--- config.mk ---
export PLATFORM = sky130hd
export DESIGN_NAME = mips_run_ctrl_flat
export DESIGN_NICKNAME = d
export VERILOG_FILES = /design/src/rtl/mips_run_ctrl_pkg.sv /design/src/rtl/mips_run_ctrl_if.sv /design/src/rtl/mips_run_ctrl_halt_detect.sv /design/src/rtl/mips_run_ctrl.sv /design/src/flat_wrapper.sv
export SDC_FILE = /design/constraint.sdc
export NUM_CORES = 1
export LEC_CHECK = 0
export ABC_AREA = 0
export CAP_MARGIN = 20
export CORE_ASPECT_RATIO = 0.6
export CORE_MARGIN = 4
export CORE_UTILIZATION = 24
export CTS_CLUSTER_DIAMETER = 150
export DETAILED_ROUTE_END_ITERATION = 16
export HOLD_SLACK_MARGIN = 0.02
export PLACE_DENSITY = 0.59
export SYNTH_ARGS = -nofsm -noshare
export SYNTH_HDL_FRONTEND = slang
export SYNTH_HIERARCHICAL = 1
export SYNTH_SLANG_ARGS = --single-unit
--- constraint.sdc ---
create_clock -name i_clock -period 5.4 [get_ports i_clock]
set_clock_uncertainty 0.05 [all_clocks]
set_input_delay 1.08 -clock i_clock [delete_from_list [all_inputs] [get_ports i_clock]]
set_output_delay 1.08 -clock i_clock [all_outputs]
set_load 0.02 [all_outputs]
--- src/rtl/mips_run_ctrl_pkg.sv ---
// Purpose : shared types and constants for the MIPS run/debug sequencer.
//           State encoding, halt cause codes and the BREAK instruction fields.
// Ports   : none (package).
package mips_ctrl_pkg;

   typedef enum logic [2:0] {
      ST_IDLE,
      ST_CLR,
      ST_RUN,
      ST_STEP,
      ST_HALT
   } state_e;

   typedef enum logic [2:0] {
      CAUSE_NONE = 3'd0,
      CAUSE_EXT  = 3'd1,
      CAUSE_BRK  = 3'd2,
      CAUSE_BP   = 3'd3,
      CAUSE_WDT  = 3'd4
   } cause_e;

   localparam logic [5:0] OPC_SPECIAL = 6'h00;
   localparam logic [5:0] FUNCT_BREAK = 6'h0D;

endpackage

--- src/rtl/mips_run_ctrl_if.sv ---
// Purpose : host/core-facing bundle of the run controller.
// Ports   : master = debug host + core side (drives controls, PC, Instr),
//           slave  = mips_run_ctrl (drives CoreEnable/CoreReset and status).
interface mips_run_ctrl_if #(
   parameter int ADDR_W = 32,
   parameter int CNT_W  = 32
);
   logic              start;
   logic              restart;
   logic              step;
   logic              stop;
   logic              break_en;
   logic [ADDR_W-1:0] break_addr;
   logic [ADDR_W-1:0] pc_addr;
   logic [31:0]       instr;
   logic              core_enable;
   logic              core_reset;
   logic              halted;
   logic [2:0]        halt_cause;
   logic [CNT_W-1:0]  instr_count;

   modport master (
      output start, restart, step, stop, break_en, break_addr, pc_addr, instr,
      input  core_enable, core_reset, halted, halt_cause, instr_count
   );

   modport slave (
      input  start, restart, step, stop, break_en, break_addr, pc_addr, instr,
      output core_enable, core_reset, halted, halt_cause, instr_count
   );
endinterface

--- src/rtl/mips_run_ctrl_halt_detect.sv ---
// Purpose : combinational halt-condition decode for the run controller.
// Ports   : i_opcode/i_funct  fields of the fetched instruction
//           i_pc, i_break_addr, i_break_en, i_skip  breakpoint match inputs
//           i_count           committed-instruction count (watchdog)
//           i_stop            external halt request
//           o_brk/o_bp/o_wdt  individual conditions, o_halt_now any of them
//           o_cause           highest-priority cause: EXT > BRK > BP > WDT
module run_halt_detect
   import mips_ctrl_pkg::*;
#(
   parameter int ADDR_W   = 32,
   parameter int CNT_W    = 32,
   parameter int WATCHDOG = 0
) (
   input  logic [5:0]        i_opcode,
   input  logic [5:0]        i_funct,
   input  logic [ADDR_W-1:0] i_pc,
   input  logic [ADDR_W-1:0] i_break_addr,
   input  logic              i_break_en,
   input  logic              i_skip,
   input  logic [CNT_W-1:0]  i_count,
   input  logic              i_stop,
   output logic              o_brk,
   output logic              o_bp,
   output logic              o_wdt,
   output logic              o_halt_now,
   output cause_e            o_cause
);

   assign o_brk      = (i_opcode == OPC_SPECIAL) && (i_funct == FUNCT_BREAK);
   // skip lets a resume execute the instruction sitting on the breakpoint
   assign o_bp       = i_break_en && (i_pc == i_break_addr) && !i_skip;
   assign o_wdt      = (WATCHDOG != 0) && (i_count == CNT_W'(WATCHDOG));
   assign o_halt_now = i_stop || o_brk || o_bp || o_wdt;

   always_comb begin
      o_cause = CAUSE_NONE;
      if (i_stop)     o_cause = CAUSE_EXT;
      else if (o_brk) o_cause = CAUSE_BRK;
      else if (o_bp)  o_cause = CAUSE_BP;
      else if (o_wdt) o_cause = CAUSE_WDT;
   end

endmodule

--- src/rtl/mips_run_ctrl.sv ---
// Purpose : run/debug sequencer for the single-cycle MIPS core. Gates core
//           commit through CoreEnable, holds the core in reset while idle or
//           clearing, and halts on stop, BREAK, PC breakpoint or watchdog.
// Ports   : i_clock  rising-edge clock
//           i_reset  synchronous, active-low
//           bus      slave side of mips_run_ctrl_if (controls in, status out)
//
// state   | meaning
// IDLE    | core held in reset, waiting for Start
// CLR     | one cycle: clear count/cause/skip, core still in reset
// RUN     | free running, commit unless a halt condition is present
// STEP    | one cycle: commit one instruction (unless BREAK), then HALT
// HALT    | no commits; Restart > Start > Step
module mips_run_ctrl
   import mips_ctrl_pkg::*;
#(
   parameter int ADDR_W   = 32,
   parameter int CNT_W    = 32,
   parameter int WATCHDOG = 0
) (
   input  logic        i_clock,
   input  logic        i_reset,
   mips_run_ctrl_if.slave bus
);

   state_e           r_state;
   cause_e           r_cause;
   logic             r_skip;
   logic             r_halted;
   logic [CNT_W-1:0] r_count;

   logic             w_brk;
   logic             w_bp;
   logic             w_wdt;
   logic             w_halt_now;
   cause_e           w_cause;
   logic             w_core_enable;

   run_halt_detect #(
      .ADDR_W   (ADDR_W),
      .CNT_W    (CNT_W),
      .WATCHDOG (WATCHDOG)
   ) u_detect (
      .i_opcode     (bus.instr[31:26]),
      .i_funct      (bus.instr[5:0]),
      .i_pc         (bus.pc_addr),
      .i_break_addr (bus.break_addr),
      .i_break_en   (bus.break_en),
      .i_skip       (r_skip),
      .i_count      (r_count),
      .i_stop       (bus.stop),
      .o_brk        (w_brk),
      .o_bp         (w_bp),
      .o_wdt        (w_wdt),
      .o_halt_now   (w_halt_now),
      .o_cause      (w_cause)
   );

   // Commit decision is combinational so the halting instruction itself is
   // never committed; a reset cycle never commits.
   always_comb begin
      w_core_enable = 1'b0;
      if (i_reset) begin
         case (r_state)
            ST_RUN:  w_core_enable = !w_halt_now;
            ST_STEP: w_core_enable = !w_brk;
            default: w_core_enable = 1'b0;
         endcase
      end
   end

   always_ff @(posedge i_clock) begin
      if (!i_reset) begin
         r_state  <= ST_IDLE;
         r_cause  <= CAUSE_NONE;
         r_skip   <= 1'b0;
         r_halted <= 1'b0;
         r_count  <= '0;
      end else begin
         if (w_core_enable && (r_count != {CNT_W{1'b1}}))
            r_count <= r_count + 1'b1;
         case (r_state)
            ST_IDLE: begin
               if (bus.start) r_state <= ST_CLR;
            end
            ST_CLR: begin
               r_count <= '0;
               r_cause <= CAUSE_NONE;
               r_skip  <= 1'b0;
               r_state <= ST_RUN;
            end
            ST_RUN: begin
               if (w_halt_now) begin
                  r_state  <= ST_HALT;
                  r_cause  <= w_cause;
                  r_halted <= 1'b1;
               end else begin
                  r_skip <= 1'b0;
               end
            end
            ST_STEP: begin
               r_state  <= ST_HALT;
               r_halted <= 1'b1;
               if (w_brk) r_cause <= CAUSE_BRK;
            end
            ST_HALT: begin
               if (bus.restart) begin
                  r_state  <= ST_CLR;
                  r_halted <= 1'b0;
               end else if (bus.start) begin
                  r_state  <= ST_RUN;
                  r_skip   <= 1'b1;
                  r_halted <= 1'b0;
               end else if (bus.step) begin
                  r_state  <= ST_STEP;
                  r_halted <= 1'b0;
               end
            end
            default: r_state <= ST_IDLE;
         endcase
      end
   end

   assign bus.core_enable = w_core_enable;
   assign bus.core_reset  = (r_state == ST_IDLE) || (r_state == ST_CLR);
   assign bus.halted      = r_halted;
   assign bus.halt_cause  = r_cause;
   assign bus.instr_count = r_count;

   // bp and wdt are folded into halt_now/cause; kept as named nets for debug
   logic w_unused;
   assign w_unused = w_bp ^ w_wdt;

endmodule

--- src/flat_wrapper.sv ---
// flat-port wrapper written by rule: the top's interface ports become plain ports
module mips_run_ctrl_flat import mips_ctrl_pkg::*;
#(
   parameter int ADDR_W   = 32,
   parameter int CNT_W    = 32,
   parameter int WATCHDOG = 0
)
  (i_clock, i_reset, bus_start, bus_restart, bus_step, bus_stop, bus_break_en, bus_break_addr, bus_pc_addr, bus_instr, bus_core_enable, bus_core_reset, bus_halted, bus_halt_cause, bus_instr_count);
  mips_run_ctrl_if #(.ADDR_W(ADDR_W), .CNT_W(CNT_W)) bus_i ();
  input  logic i_clock;
  input  logic i_reset;
  input wire logic [$bits(bus_i.start)-1:0] bus_start;
  input wire logic [$bits(bus_i.restart)-1:0] bus_restart;
  input wire logic [$bits(bus_i.step)-1:0] bus_step;
  input wire logic [$bits(bus_i.stop)-1:0] bus_stop;
  input wire logic [$bits(bus_i.break_en)-1:0] bus_break_en;
  input wire logic [$bits(bus_i.break_addr)-1:0] bus_break_addr;
  input wire logic [$bits(bus_i.pc_addr)-1:0] bus_pc_addr;
  input wire logic [$bits(bus_i.instr)-1:0] bus_instr;
  output wire logic [$bits(bus_i.core_enable)-1:0] bus_core_enable;
  output wire logic [$bits(bus_i.core_reset)-1:0] bus_core_reset;
  output wire logic [$bits(bus_i.halted)-1:0] bus_halted;
  output wire logic [$bits(bus_i.halt_cause)-1:0] bus_halt_cause;
  output wire logic [$bits(bus_i.instr_count)-1:0] bus_instr_count;
  assign bus_i.start = bus_start;
  assign bus_i.restart = bus_restart;
  assign bus_i.step = bus_step;
  assign bus_i.stop = bus_stop;
  assign bus_i.break_en = bus_break_en;
  assign bus_i.break_addr = bus_break_addr;
  assign bus_i.pc_addr = bus_pc_addr;
  assign bus_i.instr = bus_instr;
  assign bus_core_enable = bus_i.core_enable;
  assign bus_core_reset = bus_i.core_reset;
  assign bus_halted = bus_i.halted;
  assign bus_halt_cause = bus_i.halt_cause;
  assign bus_instr_count = bus_i.instr_count;
  mips_run_ctrl #(.ADDR_W(ADDR_W), .CNT_W(CNT_W), .WATCHDOG(WATCHDOG)) u_core (.i_clock(i_clock), .i_reset(i_reset), .bus(bus_i));
endmodule
==> results.json, run 1 <==
{
  "viasPerCell": 4.89,
  "fillers": 1021,
  "cts_setup_buffers": 0,
  "grt_pass1_wl_um": 12900,
  "top_layer_used": "met4",
  "min_path_type": "flop to flop",
  "p_sw_uw": 160,
  "post_cts_resized": 0,
  "root_buffer": "clkbuf_16",
  "cp.arrival_ns": 3.86,
  "crit_fanout": 7,
  "r2r-start": "u_core/r_skip$_SDFFE_PN0P_",
  "finalHoldViolCount": 0,
  "path_class": "input port to output pin",
  "drt_iter0_drc": 105,
  "wl_per_cell_um": 14.4,
  "placed_area_mm2": 0.00379,
  "crit_path_top_delay_cell": "clkdlybuf4s50_1",
  "vias": 2756,
  "firstDrtPassIters": 5,
  "grt_max_degree": 28,
  "relSlewSlack": 0.403,
  "dp_hpwl_um": 6650,
  "core_mm2": 0.00995,
  "p_leak_nw": 1.28,
  "netlist_instances": 308,
  "gp_congestion": 0.785,
  "power.share.clock": 0.440,
  "max-cap-violations": 0,
  "finalInstanceArea_mm2": 0.00396,
  "startpoint": "bus_break_addr[23]",
  "crit_chain": "clkdlybuf4s50_1 -> xor2_1 -> nor4_1 -> nand4_1 -> nor4_1 -> or3_2 -> or2b_2 -> nand4_2 -> inv_1 -> clkdlybuf4s50_1",
  "syn_area_mm2": 0.00247,
  "ir_drop_mv": 0.106,
  "fin_crit_ns": 4.99,
  "multi_input_area_mm2": 0.00157,
  "rsz0062_at_grt": "no",
  "slowest_delay_ns": 0.54,
  "r2r_slack_ns": 2.28,
  "power_frac_seq": 0.403,
  "tns_ns": 0,
  "tightestPinTransition_ns": 0.887,
  "drive_gt1_frac": 0.0396,
  "p_int_uw": 589,
  "wl_met2_um": 3540,
  "drt-met1-wl_um": 4190,
  "fp.dieH_um": 86.6,
  "cp.required_ns": 4.27,
  "power.density_mw_per_mm2": 189,
  "start_util": 0.248,
  "io_pins": 141,
  "worstRegToRegCells": 10,
  "pwr-share-comb": 0.157,
  "core.rowCount": 28,
  "ant_nets": 0,
  "min_from": "u_core/bus.halt_cause[0]$_SDFFE_PN0P_",
  "setup_viol": 0,
  "switching_share": 0.214,
  "wl_met3_um": 380,
  "grt.total_usage": 0.129,
  "r2r-end": "u_core/bus.instr_count[17]$_SDFFE_PP0P_",
  "drc_errors": 0,
  "diodes": 0,
  "crit_family": "simple AND/OR/NAND/NOR gates",
  "holdBufCountCts": 0,
  "hold_end": "u_core/bus.halt_cause[0]$_SDFFE_PN0P_",
  "portBuffers": 120,
  "cts_max_path_buffers": 2,
  "hold_depth": 2,
  "max_freq_mhz": 200,
  "clk_pin_slew_ns": 0.06,
  "syn2layout_area_growth_pct": 60.4,
  "synth_nets": 412,
  "status": "complete, no violations",
  "grt_overflow": 0,
  "avgSynthCellArea_um2": 8.01,
  "cts_num_sinks": 40,
  "crit_path_start_kind": "input port",
  "register_area_um2": 801,
  "finalMaxSlewViolations": 0,
  "clk_latency_ns": 0.28,
  "yosysWarnings": 6,
  "numCtsBuffers": 5,
  "cts_tree": "yes",
  "fin_crit_sh": 0.924,
  "routed_wl_um": 8130,
  "die_w_um": 139,
  "grt_pass1_vias": 2517,
  "antenna_found_initial": 0,
  "htreeDepth": 2,
  "cp-end-kind": "output pin",
  "die-area_mm2": 0.0120,
  "nets": 532,
  "path_buf_inv": 3
}
[state kept, by name, indices dropped and copies added, names as in the netlist]
register                count
u_core/bus.instr_count     32
u_core/bus.halt_cause       3
u_core/r_state              3
u_core/bus.halted           1
u_core/r_skip               1
[layout make-up]
class / instances / share of cell area
repair buffers: 123 / 0.309
clock buffers: 6 / 0.0326
multi-input cells: 250 / 0.397
flip-flops and latches: 40 / 0.202
clock inverters: 2 / 0.00885
well taps: 135 / 0.0427
inverters: 8 / 0.00759
[worst max-delay path by stage]
| stage | endpoint | slack (ns) | cells past startpoint |
|---|---|---|---|
| 2_1_floorplan | bus_core_enable | 1.48 | 6 |
| 3_3_place_gp | bus_core_enable | 0.41 | 10 |
| 3_5_place_dp | bus_core_enable | 0.35 | 10 |
| 4_1_cts | bus_core_enable | 0.33 | 10 |
| 5_1_grt | bus_core_enable | 0.13 | 10 |
| 6_report | bus_core_enable | 0.41 | 10 |
[power groups by stage]
stage	registers, mW	logic [mW]	clock network, mW
floorplan	0.307	0.0444	0
global placement	0.309	0.116	0
detailed placement	0.309	0.118	0
CTS	0.302	0.118	0.339
global route	0.303	0.128	0.352
finish	0.302	0.117	0.330
[worst register-to-register path: stages (launching register included)]
cell	delay, ns
dfxtp_1	0.36
nor3b_1	0.23
nand4_1	0.18
nor4_1	0.38
or3_2	0.25
or2b_2	0.31
nand4_2	0.11
buf_4	0.17
a41o_1	0.60
o21ai_0	0.25
a21oi_1	0.16
[through the flow]
step | total power [mW] | hold slack [ns] | utilization | cells | worst slack, ns
after floorplan | 0.351 | 0.434 | - | 308 | 1.48
after detailed placement | 0.427 | 0.415 | 0.381 | 556 | 0.345
after global routing | 0.782 | 0.469 | 0.398 | 564 | 0.129
after global placement | 0.424 | 0.406 | 0.381 | 556 | 0.413
after CTS | 0.760 | 0.421 | 0.398 | 564 | 0.327
final | 0.749 | 0.419 | 0.398 | 564 | 0.409
[placed cells by master, fill, tap and decap left out, drive strengths merged, types with 2 or more instances in the layout]
master	count
nand3	15
buf	3
o21ai	21
a211oi	3
inv	8
nor3	10
dfxtp	40
a21boi	4
nor4	17
or4	8
o31ai	4
nand4	15
or3	19
xnor2	6
and4	4
o211ai	3
a311oi	2
and3	3
a21oi	27
nor2	12
clkbuf	6
nand2	29
xor2	29
clkdlybuf4s50	120
[per-layer routing]
| layer | global-route usage | vias to the layer above |
|---|---|---|
| met5 | 0 | - |
| met4 | 0.0187 | 0 |
| met3 | 0.0281 | 2 |
| met1 | 0.193 | 1293 |
| met2 | 0.196 | 62 |
| li1 | - | 1399 |
(Power assumes the default switching activity.)
==> inputs of run 2 (changes only) <==
--- a/config.mk
+++ b/config.mk
@@ -8,10 +8,11 @@
 export ABC_AREA = 0
 export CAP_MARGIN = 20
 export CORE_ASPECT_RATIO = 0.6
-export CORE_MARGIN = 4
+export CORE_MARGIN = 2
 export CORE_UTILIZATION = 24
 export CTS_CLUSTER_DIAMETER = 150
 export DETAILED_ROUTE_END_ITERATION = 16
+export GPL_TIMING_DRIVEN = 0
 export HOLD_SLACK_MARGIN = 0.02
 export PLACE_DENSITY = 0.59
 export SYNTH_ARGS = -nofsm -noshare
==> run 2 against run 1 <==
Global-route usage is 2.7 points higher. Worst hold slack about the same. Critical endpoint unchanged. Largest cell class unchanged. Critical path depth shrank 2. Non-clock buffer count up 6. Clock power grew 10%. Cell count is 1.1% higher. Sequential cell count did not move. Cell area grew 1.3%. Largest power group unchanged. Fmax decreased by 4.0%.
==> results.json, run 2 (synthesis results as in run 1) <==
{
  "path_class": "input port to output pin",
  "power.density_mw_per_mm2": 197,
  "setup_ws_ns": 0.200,
  "fillers": 974,
  "clk_pin_slew_ns": 0.05,
  "layout_commonest_cell": "clkdlybuf4s50_1",
  "viasPerCell": 4.91,
  "fin_crit_ns": 5.20,
  "drt_iter0_drc": 220,
  "die-area_mm2": 0.0111,
  "grt_pass1_wl_um": 13400,
  "core_mm2": 0.00991,
  "max_freq_mhz": 192,
  "grt_pass1_vias": 2528,
  "post_cts_resized": 0,
  "whs_ns": 0.419,
  "largest_register_ffs": 32,
  "min_path_type": "flop to flop",
  "fin_crit_sh": 0.963,
  "cp-end-kind": "output pin",
  "gp_congestion": 0.882,
  "fp.dieH_um": 82.6,
  "syn2layout_area_growth_pct": 62.5,
  "cts_setup_buffers": 0,
  "tns_ns": 0,
  "setup_viol": 0,
  "cts_num_sinks": 40,
  "p_leak_nw": 1.31,
  "dp_hpwl_um": 7000,
  "portBuffers": 119,
  "grt_max_degree": 13,
  "finalMaxSlewViolations": 0,
  "worstRegToRegCells": 11,
  "cts_max_path_buffers": 2,
  "numCtsBuffers": 5,
  "tightestPinTransition_ns": 0.820,
  "firstDrtPassIters": 4,
  "grt.total_usage": 0.157,
  "r2r_slack_ns": 2.00,
  "diodes": 0,
  "crit_fanout": 9,
  "htreeDepth": 2,
  "clk_latency_ns": 0.29,
  "core.rowCount": 28,
  "holdBufCountCts": 0,
  "cp.arrival_ns": 4.07,
  "antenna_found_initial": 0,
  "start_util": 0.249,
  "rsz0062_at_grt": "no",
  "hold_end": "u_core/bus.halt_cause[0]$_SDFFE_PN0P_",
  "nets": 538,
  "die_w_um": 135,
  "drc_errors": 0,
  "grt_overflow": 0,
  "crit_path_start_kind": "input port",
  "root_buffer": "clkbuf_16",
  "cp.required_ns": 4.27,
  "ant_nets": 0,
  "min_from": "u_core/bus.halt_cause[0]$_SDFFE_PN0P_",
  "finalHoldViolCount": 0,
  "routed_wl_um": 8680,
  "power_uw": 789,
  "max-cap-violations": 0,
  "cts_tree": "yes",
  "place_ws_ns": 0.237,
  "drive_gt1_frac": 0.0506,
  "relSlewSlack": 0.448,
  "mostFrequentLayoutCells": "119 x clkdlybuf4s50_1, 40 x dfxtp_1, 29 x nand2_1, 29 x xor2_1, 27 x a21oi_1",
  "r2r-end": "u_core/bus.instr_count[15]$_SDFFE_PP0P_",
  "hold_depth": 2,
  "ir_drop_mv": 0.125,
  "vias": 2800,
  "io_pins": 141,
  "status": "complete, no violations",
  "r2r-start": "u_core/r_skip$_SDFFE_PN0P_",
  "wl_per_cell_um": 15.2
}
[run 2: cell types whose count changed in the layout (fill, tap and decap cells not counted)]
cell             previous run  this run
clkdlybuf4s50_1           120       119
clkinv_2                    1         0
buf_2                       0         3
buf_4                       3         2
buf_6                       0         1
clkbuf_8                    0         3
clkbuf_1                    1         3
[run 2: critical path: stages]
cell             delay, ns
clkdlybuf4s50_1       0.39
or4_1                 0.52
nor3_1                0.59
or3_2                 0.31
or2b_2                0.31
nand4_2               0.22
inv_1                 0.10
clkdlybuf4s50_1       0.54
[run 2: cell type report]
class	count	area, um^2	share of cell area
multi-input cells	250	1570	0.392
repair buffers	119	1190	0.297
flip-flops and latches	40	801	0.200
well taps	135	169	0.0421
clock buffers	7	153	0.0381
plain buffers	10	66.3	0.0165
clock inverters	1	30.0	0.00749
inverters	8	30.0	0.00749
[run 2: report_power, final]
group          leakage, nW  internal [mW]  switching (mW)
combinational        0.899         0.0765          0.0487
sequential           0.323          0.298         0.00243
clock               0.0901          0.243           0.121
[run 2: stage by stage]
step                area (um^2)   util  std cells
CTS                        4010  0.405        570
detailed placement         3830  0.386        562
finish                     4010  0.405        570
global route               4010  0.405        570
global placement           3830  0.386        562
floorplan                  2470      -        308
[run 2: worst max path at each step]
stage | from | to | depth (start not counted)
5_1_grt | bus_break_addr[14] | bus_core_enable | 10
2_1_floorplan | bus_instr[27] | bus_core_enable | 6
3_3_place_gp | bus_instr[27] | bus_core_enable | 8
6_report | bus_instr[28] | bus_core_enable | 8
4_1_cts | bus_break_addr[14] | bus_core_enable | 10
3_5_place_dp | bus_instr[28] | bus_core_enable | 8
[run 2: per-layer routing]
metal,routed length (um),global-route usage,up-vias,share of wire
met1,4370,0.233,1299,0.50
met4,85,0.0333,0,0.0098
met3,543,0.0342,8,0.063
met2,3680,0.229,73,0.42
li1,-,-,1420,-
met5,0,0,-,0
